$ cat config.mk
export PLATFORM = sky130hd
export DESIGN_NAME = adder_result_fifo_flat
export DESIGN_NICKNAME = d
export VERILOG_FILES = /design/src/rtl/adder_result_fifo_if.sv /design/src/rtl/adder_result_fifo.sv /design/src/flat_wrapper.sv
export SDC_FILE = /design/constraint.sdc
export NUM_CORES = 1
export LEC_CHECK = 0
export CAP_MARGIN = 40
export CORE_MARGIN = 2
export CORE_UTILIZATION = 55
export DETAILED_ROUTE_END_ITERATION = 16
export MAX_ROUTING_LAYER = met4
export PLACE_DENSITY = 0.75
export SETUP_SLACK_MARGIN = 0.15
export SLEW_MARGIN = 40
export SYNTH_ARGS = -nofsm -noshare
export SYNTH_HDL_FRONTEND = slang
export SYNTH_SLANG_ARGS = --single-unit
$ cat constraint.sdc
create_clock -name clk -period 13.76 [get_ports clk]
set_input_delay 3.44 -clock clk [delete_from_list [all_inputs] [get_ports clk]]
set_output_delay 3.44 -clock clk [all_outputs]
set_load 0.005 [all_outputs]
$ cat src/rtl/adder_result_fifo_if.sv
// Result-path bundle for the adder capture FIFO.
//
// Handshake rules:
//   Upstream: the sequencer raises en_in (which also drives the adder's enable)
//   only in a cycle where in_ready is high. The adder's registered
//   {cout_in, sum_in} carries that result one cycle later. An upstream that
//   ignores in_ready may lose results; such losses are counted, never silent.
//   Downstream: an entry moves at a rising edge where out_valid and out_ready
//   are both high. out_valid never depends on out_ready. The head entry
//   (out_data/out_cout) holds steady until it is taken.
interface adder_result_fifo_if #(
   parameter int WIDTH = 32
);
   logic             en_in;
   logic [WIDTH-1:0] sum_in;
   logic             cout_in;
   logic             in_ready;
   logic             out_valid;
   logic             out_ready;
   logic [WIDTH-1:0] out_data;
   logic             out_cout;

   // FIFO view
   modport slave (
      input  en_in, sum_in, cout_in, out_ready,
      output in_ready, out_valid, out_data, out_cout
   );

   // Environment view: sequencer/adder plus result consumer
   modport master (
      output en_in, sum_in, cout_in, out_ready,
      input  in_ready, out_valid, out_data, out_cout
   );
endinterface

$ cat src/rtl/adder_result_fifo.sv
// Capture stage behind the registered 32-bit adder. It follows the adder's
// enable with a one-cycle pending flag and stores every fresh {cout, sum} in a
// DEPTH-entry FIFO that drains over a valid/ready port. A result that arrives
// while the FIFO is full with no pop is discarded. The discard sets a sticky
// flag and bumps a saturating counter.
// DEPTH must be a power of two and at least 2.
module adder_result_fifo #(
   parameter int DEPTH = 8,
   parameter int WIDTH = 32
) (
   input  logic                    clk,
   input  logic                    rst,
   adder_result_fifo_if.slave      bus,
   input  logic                    clr_ovf,
   output logic [$clog2(DEPTH):0]  level,
   output logic                    ovf,
   output logic [7:0]              drop_cnt
);

   localparam int AW = $clog2(DEPTH);
   localparam int LW = AW + 1;

   localparam logic [LW-1:0] FULL_LVL = LW'(DEPTH);
   localparam logic [LW-1:0] LVL_ONE  = LW'(1);
   localparam logic [AW:0]   PTR_ONE  = (AW + 1)'(1);

   // Storage: carry bit on top of the sum.
   logic [WIDTH:0] mem [DEPTH];

   // The pointers carry a wrap bit above the index bits. Full and empty come
   // from level alone; the wrap bit keeps the pointer distance unambiguous, so
   // that distance can be cross-checked against level.
   logic [AW:0]    wr_ptr;
   logic [AW:0]    rd_ptr;
   logic [LW-1:0]  level_q;
   logic           pend;
   logic           ovf_q;
   logic [7:0]     drop_q;

   logic           push;
   logic           pop;
   logic           empty;
   logic           full;
   logic           push_ok;
   logic           drop;
   logic [LW:0]    occ;
   logic [WIDTH:0] head;
   logic [AW:0]    ptr_gap;

   // Per-cycle transfer decisions. A full FIFO still accepts a result when the
   // head leaves in the same cycle.
   always_comb begin
      push    = pend;
      empty   = (level_q == '0);
      full    = (level_q == FULL_LVL);
      pop     = !empty && bus.out_ready;
      push_ok = push && (!full || pop);
      drop    = push && full && !pop;
   end

   // The in-flight result (pend) is counted as occupied. An upstream that
   // honours in_ready therefore can never overrun the FIFO.
   assign occ          = {1'b0, level_q} + {{LW{1'b0}}, pend};
   assign bus.in_ready = (occ < {1'b0, FULL_LVL});

   // Head entry is registered storage; a write becomes visible one cycle later.
   assign head          = mem[rd_ptr[AW-1:0]];
   assign bus.out_valid = !empty;
   assign bus.out_data  = empty ? '0 : head[WIDTH-1:0];
   assign bus.out_cout  = !empty && head[WIDTH];

   assign level    = level_q;
   assign ovf      = ovf_q;
   assign drop_cnt = drop_q;

   assign ptr_gap = wr_ptr - rd_ptr;

   // Write the accepted adder result into the slot at the write pointer.
   always_ff @(posedge clk) begin
      if (!rst && push_ok) begin
         mem[wr_ptr[AW-1:0]] <= {bus.cout_in, bus.sum_in};
      end
   end

   // Track the adder enable, advance the pointers and keep level in step.
   // Reset drops the pending result and all stored entries without counting
   // them as losses, and ignores an enable seen in the reset cycle.
   always_ff @(posedge clk) begin
      if (rst) begin
         pend    <= 1'b0;
         wr_ptr  <= '0;
         rd_ptr  <= '0;
         level_q <= '0;
      end else begin
         pend <= bus.en_in;
         if (push_ok) begin
            wr_ptr <= wr_ptr + PTR_ONE;
         end
         if (pop) begin
            rd_ptr <= rd_ptr + PTR_ONE;
         end
         if (push_ok && !pop) begin
            level_q <= level_q + LVL_ONE;
         end else if (pop && !push_ok) begin
            level_q <= level_q - LVL_ONE;
         end
      end
   end

   // Sticky loss flag and saturating loss counter. A loss in the same cycle
   // as a clear wins and restarts the count at one.
   always_ff @(posedge clk) begin
      if (rst) begin
         ovf_q  <= 1'b0;
         drop_q <= '0;
      end else if (drop) begin
         ovf_q <= 1'b1;
         if (clr_ovf) begin
            drop_q <= 8'd1;
         end else if (drop_q != 8'hFF) begin
            drop_q <= drop_q + 8'd1;
         end
      end else if (clr_ovf) begin
         ovf_q  <= 1'b0;
         drop_q <= '0;
      end
   end

   // Pointer distance and level are kept separately and must always agree.
   always_ff @(posedge clk) begin
      if (!rst) begin
         assert (ptr_gap == level_q);
      end
   end

endmodule
$ cat src/flat_wrapper.sv
// flat-port wrapper written by rule: the top's interface ports become plain ports
module adder_result_fifo_flat 
#(
   parameter int DEPTH = 8,
   parameter int WIDTH = 32
)
  (clk, rst, clr_ovf, level, ovf, drop_cnt, bus_en_in, bus_sum_in, bus_cout_in, bus_out_ready, bus_in_ready, bus_out_valid, bus_out_data, bus_out_cout);
  adder_result_fifo_if #(.WIDTH(WIDTH)) bus_i ();
  input  logic clk;
  input  logic rst;
  input  logic clr_ovf;
  output logic [$clog2(DEPTH):0] level;
  output logic ovf;
  output logic [7:0] drop_cnt;
  input wire logic [$bits(bus_i.en_in)-1:0] bus_en_in;
  input wire logic [$bits(bus_i.sum_in)-1:0] bus_sum_in;
  input wire logic [$bits(bus_i.cout_in)-1:0] bus_cout_in;
  input wire logic [$bits(bus_i.out_ready)-1:0] bus_out_ready;
  output wire logic [$bits(bus_i.in_ready)-1:0] bus_in_ready;
  output wire logic [$bits(bus_i.out_valid)-1:0] bus_out_valid;
  output wire logic [$bits(bus_i.out_data)-1:0] bus_out_data;
  output wire logic [$bits(bus_i.out_cout)-1:0] bus_out_cout;
  assign bus_i.en_in = bus_en_in;
  assign bus_i.sum_in = bus_sum_in;
  assign bus_i.cout_in = bus_cout_in;
  assign bus_i.out_ready = bus_out_ready;
  assign bus_in_ready = bus_i.in_ready;
  assign bus_out_valid = bus_i.out_valid;
  assign bus_out_data = bus_i.out_data;
  assign bus_out_cout = bus_i.out_cout;
  adder_result_fifo #(.DEPTH(DEPTH), .WIDTH(WIDTH)) u_core (.clk(clk), .rst(rst), .bus(bus_i), .clr_ovf(clr_ovf), .level(level), .ovf(ovf), .drop_cnt(drop_cnt));
endmodule
### Word-level counts from Yosys, hierarchy flattened

Memory sizes are Yosys's and may differ from the RTL's. A register that Yosys moved wholly into a read port is not among the register bits.
Cells that the tools add are included.

| storage, ports and cells | value |
|---|---|
| flip-flop bits (word level) | 22 |
| memory bits (writable) | 264 |
| input port bits | 38 |
| output and inout port bits | 48 |
| logic and storage cells | 48 |
| memories | 1 |

Memory list:

| memory | depth | width | read ports | clocked after memory_dff | write ports | RTL line | RTL |
|---|---|---|---|---|---|---|---|
| u_core.mem | 8 | 33 | 1 | 1 | 1 | adder_result_fifo.sv:28 | `logic [WIDTH:0] mem [DEPTH];` |

| cells by class | value |
|---|---|
| $add $sub $neg | 6 |
| order comparisons | 1 |
| equal/unequal tests | 2 |
| muxes and demuxes | 13 |
| reduce and logical (&&, ||, !) cells | 19 |

Operator list:

| cell | count |
|---|---|
| two-way mux 32 bit | 1 |
| two-way mux 8 bit | 4 |
| adder 4 x 1 -> 4 bit (second input constant) | 3 |
| adder 8 x 1 -> 8 bit (second input constant) | 1 |
| logical AND 1 bit | 8 |
| two-way mux 4 bit | 2 |
| inequality test 8 bit (second input constant) | 1 |
| two-way mux 3 bit | 2 |
| nonzero test 2 bit | 3 |
| adder 4 x 1 -> 5 bit | 1 |
| logical NOT 1 bit | 5 |
| < comparator 5 x 4 -> 1 bit (second input constant) | 1 |
| == test 4 bit (second input constant) | 1 |
| logical NOT 4 bit | 1 |
| two-way mux 1 bit | 4 |
| subtractor 4 x 1 -> 4 bit (second input constant) | 1 |
| AND reduction 2 bit | 1 |
| logical OR 1 bit | 1 |

### Logic depth before layout (Yosys ltp)

Gate-level depths: netlist of run 1.

| logic depth | value |
|---|---|
| depth after elaboration | 9 |
| mapped depth | 12 |
| depth with buffers taken out | 11 |

### Worst setup path before layout of run 1

Ideal clock, no wire load.

| timing path | value |
|---|---|
| path type | in2reg |
| start | input bus_out_ready |
| end | memory u_core.mem[0][0] (netlist bit) (enable) |
| setup time | 506 ps |
| arrival time | 7,017 ps |
| slack | 6,237 ps |
| cell stages on the path | 5 |
| path buffers | 0 |
| path through | nand2b_1 > o21ai_1 > inv_1 > nand2b_1 > nor4_1 |

| between the ends | value |
|---|---|
| cells in the longest elaborated chain, start to end | 6 |

Ends and longest elaborated chain:

| item | RTL line | RTL |
|---|---|---|
| from (decl) | flat_wrapper.sv:18 | `input wire logic [$bits(bus_i.out_ready)-1:0] bus_out_ready;` |
| logical AND 1 bit | adder_result_fifo.sv:56 | `pop = !empty && bus.out_ready;` |
| logical OR 1 bit | adder_result_fifo.sv:57 | `push_ok = push && (!full \|\| pop);` |
| logical AND 1 bit | adder_result_fifo.sv:57 |  |
| logical AND 1 bit | adder_result_fifo.sv:80 | `if (!rst && push_ok) begin` |
| two-way mux 1 bit | adder_result_fifo.sv:80 |  |
| two-way mux 1 bit (implied by the code) | adder_result_fifo.sv:81 | `mem[wr_ptr[AW-1:0]] <= {bus.cout_in, bus.sum_in};` |
| to (decl) | adder_result_fifo.sv:28 |  |

Every way passes these cells.

==> results by group, run 1 <==
Power
  • Total power draw: 0.00212 W
  • Internal power: 0.00161 W
  • Peak supply drop: 0.0945 mV
  • PD cells: 160 nW/µm²
  • Net switching share of the total power: 0.243
  • Combinational power share: 0.195
  • Static Leak: 4.08 nW
  • Switching power: 0.000514 W
  • Clk network pwr share: 0.333
  • Fraction of power consumed by sequential logic: 0.472

Logic synthesis
  • Synth Instances: 556
  • Yosys top cell area share: 0.714
  • Cell area after synthesis: 11100 µm²
  • Post-synth ARST share: 0
  • Mapped Nets: 601
  • Post-synth EDFFs: 264
  • Top cells by area, synth: edfxtp_1 71%, mux4_2 13%, dfxtp_1 4.1%
  • Cell variety after synth: 39
  • Synth area leader: edfxtp_1
  • Synthesis-stage register bit count: 287
  • Yosys warnings: 0
  • Syn_area_per_cell: 20.0 µm²
  • Top_reg_cell synth: edfxtp_1
  • Sequential area share after synthesis: 0.755

Cells and area
  • # fillers: 1320
  • Share of layout cells above drive strength 1: 0.198
  • Multi-input logic area: 2650 µm²
  • Antenna cells: 0
  • Final instance area: 13200 µm²
  • Post-layout nets: 706
  • Area growth syn-to-layout: 19.0%
  • Commonest non-fill, non-tap cell in the layout: edfxtp_1
  • Most frequent cells in the layout: 264 x edfxtp_1, 84 x clkdlybuf4s50_1, 66 x mux4_2
  • Final core utilization: 0.673
  • Register area: 8400 µm²

Setup path
  • Worst Reg2Reg Path Length in Cells: 11
  • End point of the critical path: bus_out_data[31]
  • Flop2flop setup slack: 10.57 ns
  • Crit path kind: flop to output pin
  • Kind of end point of the critical path: output pin
  • Setup crit start kind: flop
  • Worst Path Arrival: 3.08 ns
  • Critical path peak fanout: 42
  • CP required: 10.32 ns
  • Worst r2r dst: u_core.level[3]
  • FF-to-FF Start: u_core.level[0]

Clock network
  • CTS tree: built
  • Worst-case clock buffer depth: 3
  • # clock sinks: 287
  • Post-CTS Hold Fix Bufs: 0
  • Num CTS Buffers: 29
  • Later-pin clock latency in the skew report: 0.53 ns
  • CTS Root Cell: clkbuf_16
  • PostCTS Resize Cnt: 0
  • Postcts setup bufs: 0
  • Clk slew on worst S/H paths: 0.06 ns
  • Htree depth: 1

Global route
  • First-pass GRT wire length: 33.3 mm
  • GRT Overall Usage: 0.210
  • GRT Residual Overflow: 0
  • Number of global-route vias before repair: 5882
  • Antenna violations before repair: 0
  • Largest net degree at the start of global routing: 43

Die
  • CORE AREA: 19700 µm²
  • # IOs: 86
  • Initial Util: 0.565
  • Core Rows: 51
  • Die area: 21300 µm²
  • Die Span Y: 146 µm
  • Die W: 146 µm

Timing
  • Fmax: 153 MHz
  • Slew margin rel.: 0.517
  • Final Setup Violations: 0
  • Hold Vio Cnt, Final: 0
  • Period utilization: 0.474
  • Post-layout min period: 6.52 ns
  • Worst-Margin Slew: 0.725 ns
  • Setup ws final: 7.24 ns
  • RSZ-0062 raised after global routing: no
  • Skew final: 0.0112 ns
  • Fin Setup TNS: 0 ns
  • Fin. max-slew vios: 0

Detailed routing
  • Vias: 5503
  • DR vias/cell: 5.82
  • DRT iter0 DRCs: 440
  • Post-route DRC: 0
  • Final wirelength: 21.3 mm
  • Wire length per cell: 22.5 µm
  • Routed Antenna Nets: 0
  • DR pass1 iterations: 4

Placed design
  • Input/output buffers: 85
  • Pre-CTS setup slack: 7.61 ns
  • Placed cell areas: 12400 µm²
  • RePlAce Congestion: 0.775
  • DP HPWL: 12.2 mm

Outcome
  • Status: finished, final reports clean

Flow run
  • MaxCap Viol Count: 0

Min path
  • Type of the tightest min-delay check: flop to flop
critical path: stages, from the launching register on:
cell and delay [ns]:
dfxtp_4 0.67, buf_6 0.56, mux4_2 0.58, mux2i_1 0.15, nor2_1 0.06, clkdlybuf4s50_1 0.49
area by class of cell:
type / count / area share
timing repair buffer: 101 / 0.0739
multi-input combinational: 237 / 0.200
clock inverter: 16 / 0.00738
sequential: 287 / 0.635
inverter: 5 / 0.00142
tap: 265 / 0.0251
clock buffer: 35 / 0.0566
power by group through the flow:
stage	Clock, W	Combinational (W)	Sequential, W
floorplan	0	0.000248	0.000995
global placement	0	0.000404	0.00102
detailed placement	0	0.000420	0.00102
CTS	0.000720	0.000421	0.00100
global route	0.000755	0.000447	0.00100
finish	0.000707	0.000413	0.00100
worst min path at each step:
stage | start | endpoint | slack, ns | depth (start not counted)
CTS | u_core.ovf | u_core.ovf | 0.48 | 2
global placement | u_core.rd_ptr[1] | flop | 0.46 | 2
detailed placement | u_core.ovf | u_core.ovf | 0.47 | 2
floorplan | u_core.rd_ptr[1] | flop | 0.45 | 2
global route | u_core.ovf | u_core.ovf | 0.51 | 2
finish | u_core.ovf | u_core.ovf | 0.47 | 2
synth_stat cells (all sizes together) (3+ instances only):
library cell / number
a21oi: 12
nor2: 53
o21ai: 4
nand2b: 4
buf: 16
nor3: 6
dfxtp: 23
nand2: 11
o31ai: 3
ha: 6
clkbuf: 11
mux2i: 35
inv: 5
edfxtp: 264
or3: 4
mux4: 66
nand3: 7
xor2: 4
state kept, by name, summed over array words and instances (netlist names), named ones only:
name	count
u_core.drop_cnt	8
u_core.pend	1
u_core.rd_ptr	3
u_core.level	4
u_core.wr_ptr	3
u_core.mem	264
u_core.ovf	1
per-layer routing:
| layer | up-vias | global-route usage | wire length (µm) |
|---|---|---|---|
| li1 | 2458 | - | - |
| met1 | 2845 | 0.283 | 8910 |
| met2 | 169 | 0.349 | 10800 |
| met3 | 31 | 0.0316 | 1210 |
| met4 | 0 | 0.0447 | 335 |
| met5 | - | - | 0 |
logic make-up after synthesis:
kind of cell	after synthesis	share of synthesized area
AND/OR/NAND/NOR	97	0.0400
AO/OA/AOI/OAI	26	0.0142
adder cells (fa/ha/maj)	7	0.00856
buffers and inverters	32	0.0116
flip-flops	287	0.755
XOR/XNOR	5	0.00394
multiplexers	102	0.166
metrics by stage:
stage	hold WS [ns]	cells
after global placement	0.458	894
after floorplan	0.454	556
after global routing	0.509	946
final	0.470	946
after detailed placement	0.470	895
after CTS	0.480	946
Power figures use the tool's default switching activity.
==> run 2: changes to the inputs <==
CORE_UTILIZATION = 52   (was 55)
PLACE_DENSITY = 0.74   (was 0.75)
clock period = 5.9 ns   (was 13.76 ns; I/O delays follow)
==> run 2 against run 1 <==
  * Cell count grew 1.4%
  * Largest cell class unchanged
  * Total power rose by 140%
  * Routed wire length rose by 0.37%
  * Combinational power rose by 140%
  * Register-to-register slack got worse by 8.1 ns
  * Largest power group unchanged
  * Sequential cell count did not move
  * Setup slack got worse by 5.8 ns
  * Final area rose by 1.7%
==> results by group, run 2 (synthesized netlist as in run 1, its figures left out) <==
Timing
  • Skew final: 0.0137 ns (+0.00242 ns)
  • Fin. max-slew vios: 0 (unchanged)
  • Slew margin rel.: 0.511 (-0.00567)
  • Post-layout min period: 4.47 ns
  • Setup ws final: 1.43 ns (-5.81 ns)
  • Period utilization: 0.757
  • RSZ-0062 raised after global routing: no
  • Worst-Margin Slew: 0.731 ns (+0.00677 ns)
  • Final Setup Violations: 0 (unchanged)
  • Hold Vio Cnt, Final: 0 (unchanged)
  • Fmax: 224 MHz
  • Fin Setup TNS: 0 ns (unchanged)

Die
  • CORE AREA: 21000 µm² (+7.0%)
  • Initial Util: 0.528 (-0.0368)
  • Die Span Y: 150 µm (+2.8%)
  • Die area: 22500 µm² (+5.6%)
  • Die W: 150 µm (+2.8%)
  • Core Rows: 53 (+3.9%)
  • # IOs: 86 (unchanged)

Clock network
  • CTS Root Cell: clkbuf_16
  • Num CTS Buffers: 28 (-3.4%)
  • Postcts setup bufs: 0 (unchanged)
  • Later-pin clock latency in the skew report: 0.54 ns (about the same)
  • Post-CTS Hold Fix Bufs: 0 (unchanged)
  • Clk slew on worst S/H paths: 0.07 ns (about the same)
  • # clock sinks: 287 (unchanged)
  • PostCTS Resize Cnt: 0 (unchanged)
  • CTS tree: built
  • Htree depth: 1 (unchanged)
  • Worst-case clock buffer depth: 3 (unchanged)

Global route
  • Largest net degree at the start of global routing: 43 (unchanged)
  • Antenna violations before repair: 1 (+1)
  • GRT Residual Overflow: 0 (unchanged)
  • First-pass GRT wire length: 33.2 mm (-0.47%)
  • GRT Overall Usage: 0.202 (-0.00842)
  • Number of global-route vias before repair: 5806 (-1.3%)

Setup path
  • CP required: 4.43 ns (-5.89 ns)
  • Setup crit start kind: flop
  • Critical path peak fanout: 42 (unchanged)
  • Kind of end point of the critical path: output pin
  • Crit path kind: flop to output pin
  • Worst Path Arrival: 2.99 ns (-0.09 ns)

Power
  • PD cells: 385 nW/µm² (+140%)
  • Combinational power share: 0.194 (about the same)
  • Net switching share of the total power: 0.236 (-0.00624)
  • Peak supply drop: 0.294 mV (+210%)
  • Switching power: 0.00122 W (+140%)
  • Clk network pwr share: 0.357 (+0.024)
  • Static Leak: 4.16 nW (+1.9%)
  • Fraction of power consumed by sequential logic: 0.449 (-0.023)
  • Internal power: 0.00395 W (+150%)

Detailed routing
  • Routed Antenna Nets: 0 (unchanged)
  • Vias: 5540 (+0.67%)
  • DR vias/cell: 5.78 (-0.69%)
  • Post-route DRC: 0 (unchanged)
  • DRT iter0 DRCs: 359 (-18%)
  • Final wirelength: 21.3 mm (+0.37%)
  • Wire length per cell: 22.2 µm (-0.99%)
  • DR pass1 iterations: 4 (unchanged)

Flow run
  • MaxCap Viol Count: 0 (unchanged)

Cells and area
  • # fillers: 1397 (+5.8%)
  • Final instance area: 13400 µm² (+1.7%)
  • Area growth syn-to-layout: 21.0%
  • Post-layout nets: 706 (unchanged)
  • Commonest non-fill, non-tap cell in the layout: edfxtp_1
  • Largest register FFs: 264 (unchanged)
  • Share of layout cells above drive strength 1: 0.211 (+0.0126)
  • Most frequent cells in the layout: 264 x edfxtp_1, 85 x clkdlybuf4s50_1, 66 x mux4_2

Placed design
  • RePlAce Congestion: 0.791 (+2.1%)
  • Input/output buffers: 85 (unchanged)
  • Placed cell areas: 12400 µm² (+0.50%)
  • Pre-CTS setup slack: 1.79 ns (-5.82 ns)
  • DP HPWL: 12.8 mm (+5.1%)

Outcome
  • Status: finished, final reports clean

Min path
  • Type of the tightest min-delay check: flop to flop
run 2: changes by cell type in the layout (fill, tap and decap cells not counted), moves of 2 or more:
cell / before / now
clkbuf_1: 6 / 3
buf_12: 0 / 3
clkinvlp_4: 0 / 3
buf_4: 14 / 12
buf_16: 0 / 2
bufinv_16: 1 / 5
clkinv_1: 9 / 4
clkinv_4: 0 / 2
run 2: area by class of cell:
cell class / count / area (µm²) / area share
diodes: 1 / 2.50 / 0.000186
clock buffers: 32 / 737 / 0.0548
clock inverters: 20 / 235 / 0.0175
inverters: 5 / 18.8 / 0.00140
multi-input cells: 237 / 2650 / 0.197
flip-flops and latches: 287 / 8400 / 0.625
well taps: 275 / 344 / 0.0256
repair buffers: 102 / 1060 / 0.0786
run 2: metrics by stage:
stage	utilization	hold slack, ns	cells	total power (W)
6_report	0.639	0.479	959	0.00517
5_1_grt	0.639	0.491	959	0.00537
4_1_cts	0.638	0.480	957	0.00522
3_5_place_dp	0.592	0.471	905	0.00338
3_3_place_gp	0.588	0.460	902	0.00333
2_1_floorplan	-	0.454	556	0.00290
run 2: path summary, 6_finish.rpt:
path	startpoint	to	slack (ns)	cells past startpoint
hold reg to reg	u_core.ovf	u_core.ovf	0.48	2
setup / recovery	flop	bus_out_data[29]	1.43	5
hold / removal	u_core.ovf	u_core.ovf	0.48	2
setup reg to reg	u_core.level[0]	u_core.level[3]	2.44	12
run 2: worst max-delay path, stage by stage, from the launching register on:
cell and delay [ns]:
dfxtp_4 0.68, buf_12 0.37, mux4_2 0.56, mux2i_1 0.25, nor2_1 0.09, clkdlybuf4s50_1 0.46
run 2: power by group through the flow:
stage               logic (W)  clock network [W]  registers [W]
global route          0.00108            0.00196        0.00233
detailed placement    0.00102                  0        0.00237
CTS                   0.00102            0.00187        0.00233
floorplan            0.000578                  0        0.00232
finish                0.00100            0.00185        0.00232
global placement     0.000926                  0        0.00240
run 2: metal layers:
metal,GRT usage,vias to the layer above,share of wire
li1,-,2465,-
met1,0.267,2884,0.42
met5,-,-,0
met2,0.337,157,0.51
met4,0.0514,0,0.019
met3,0.0264,34,0.045
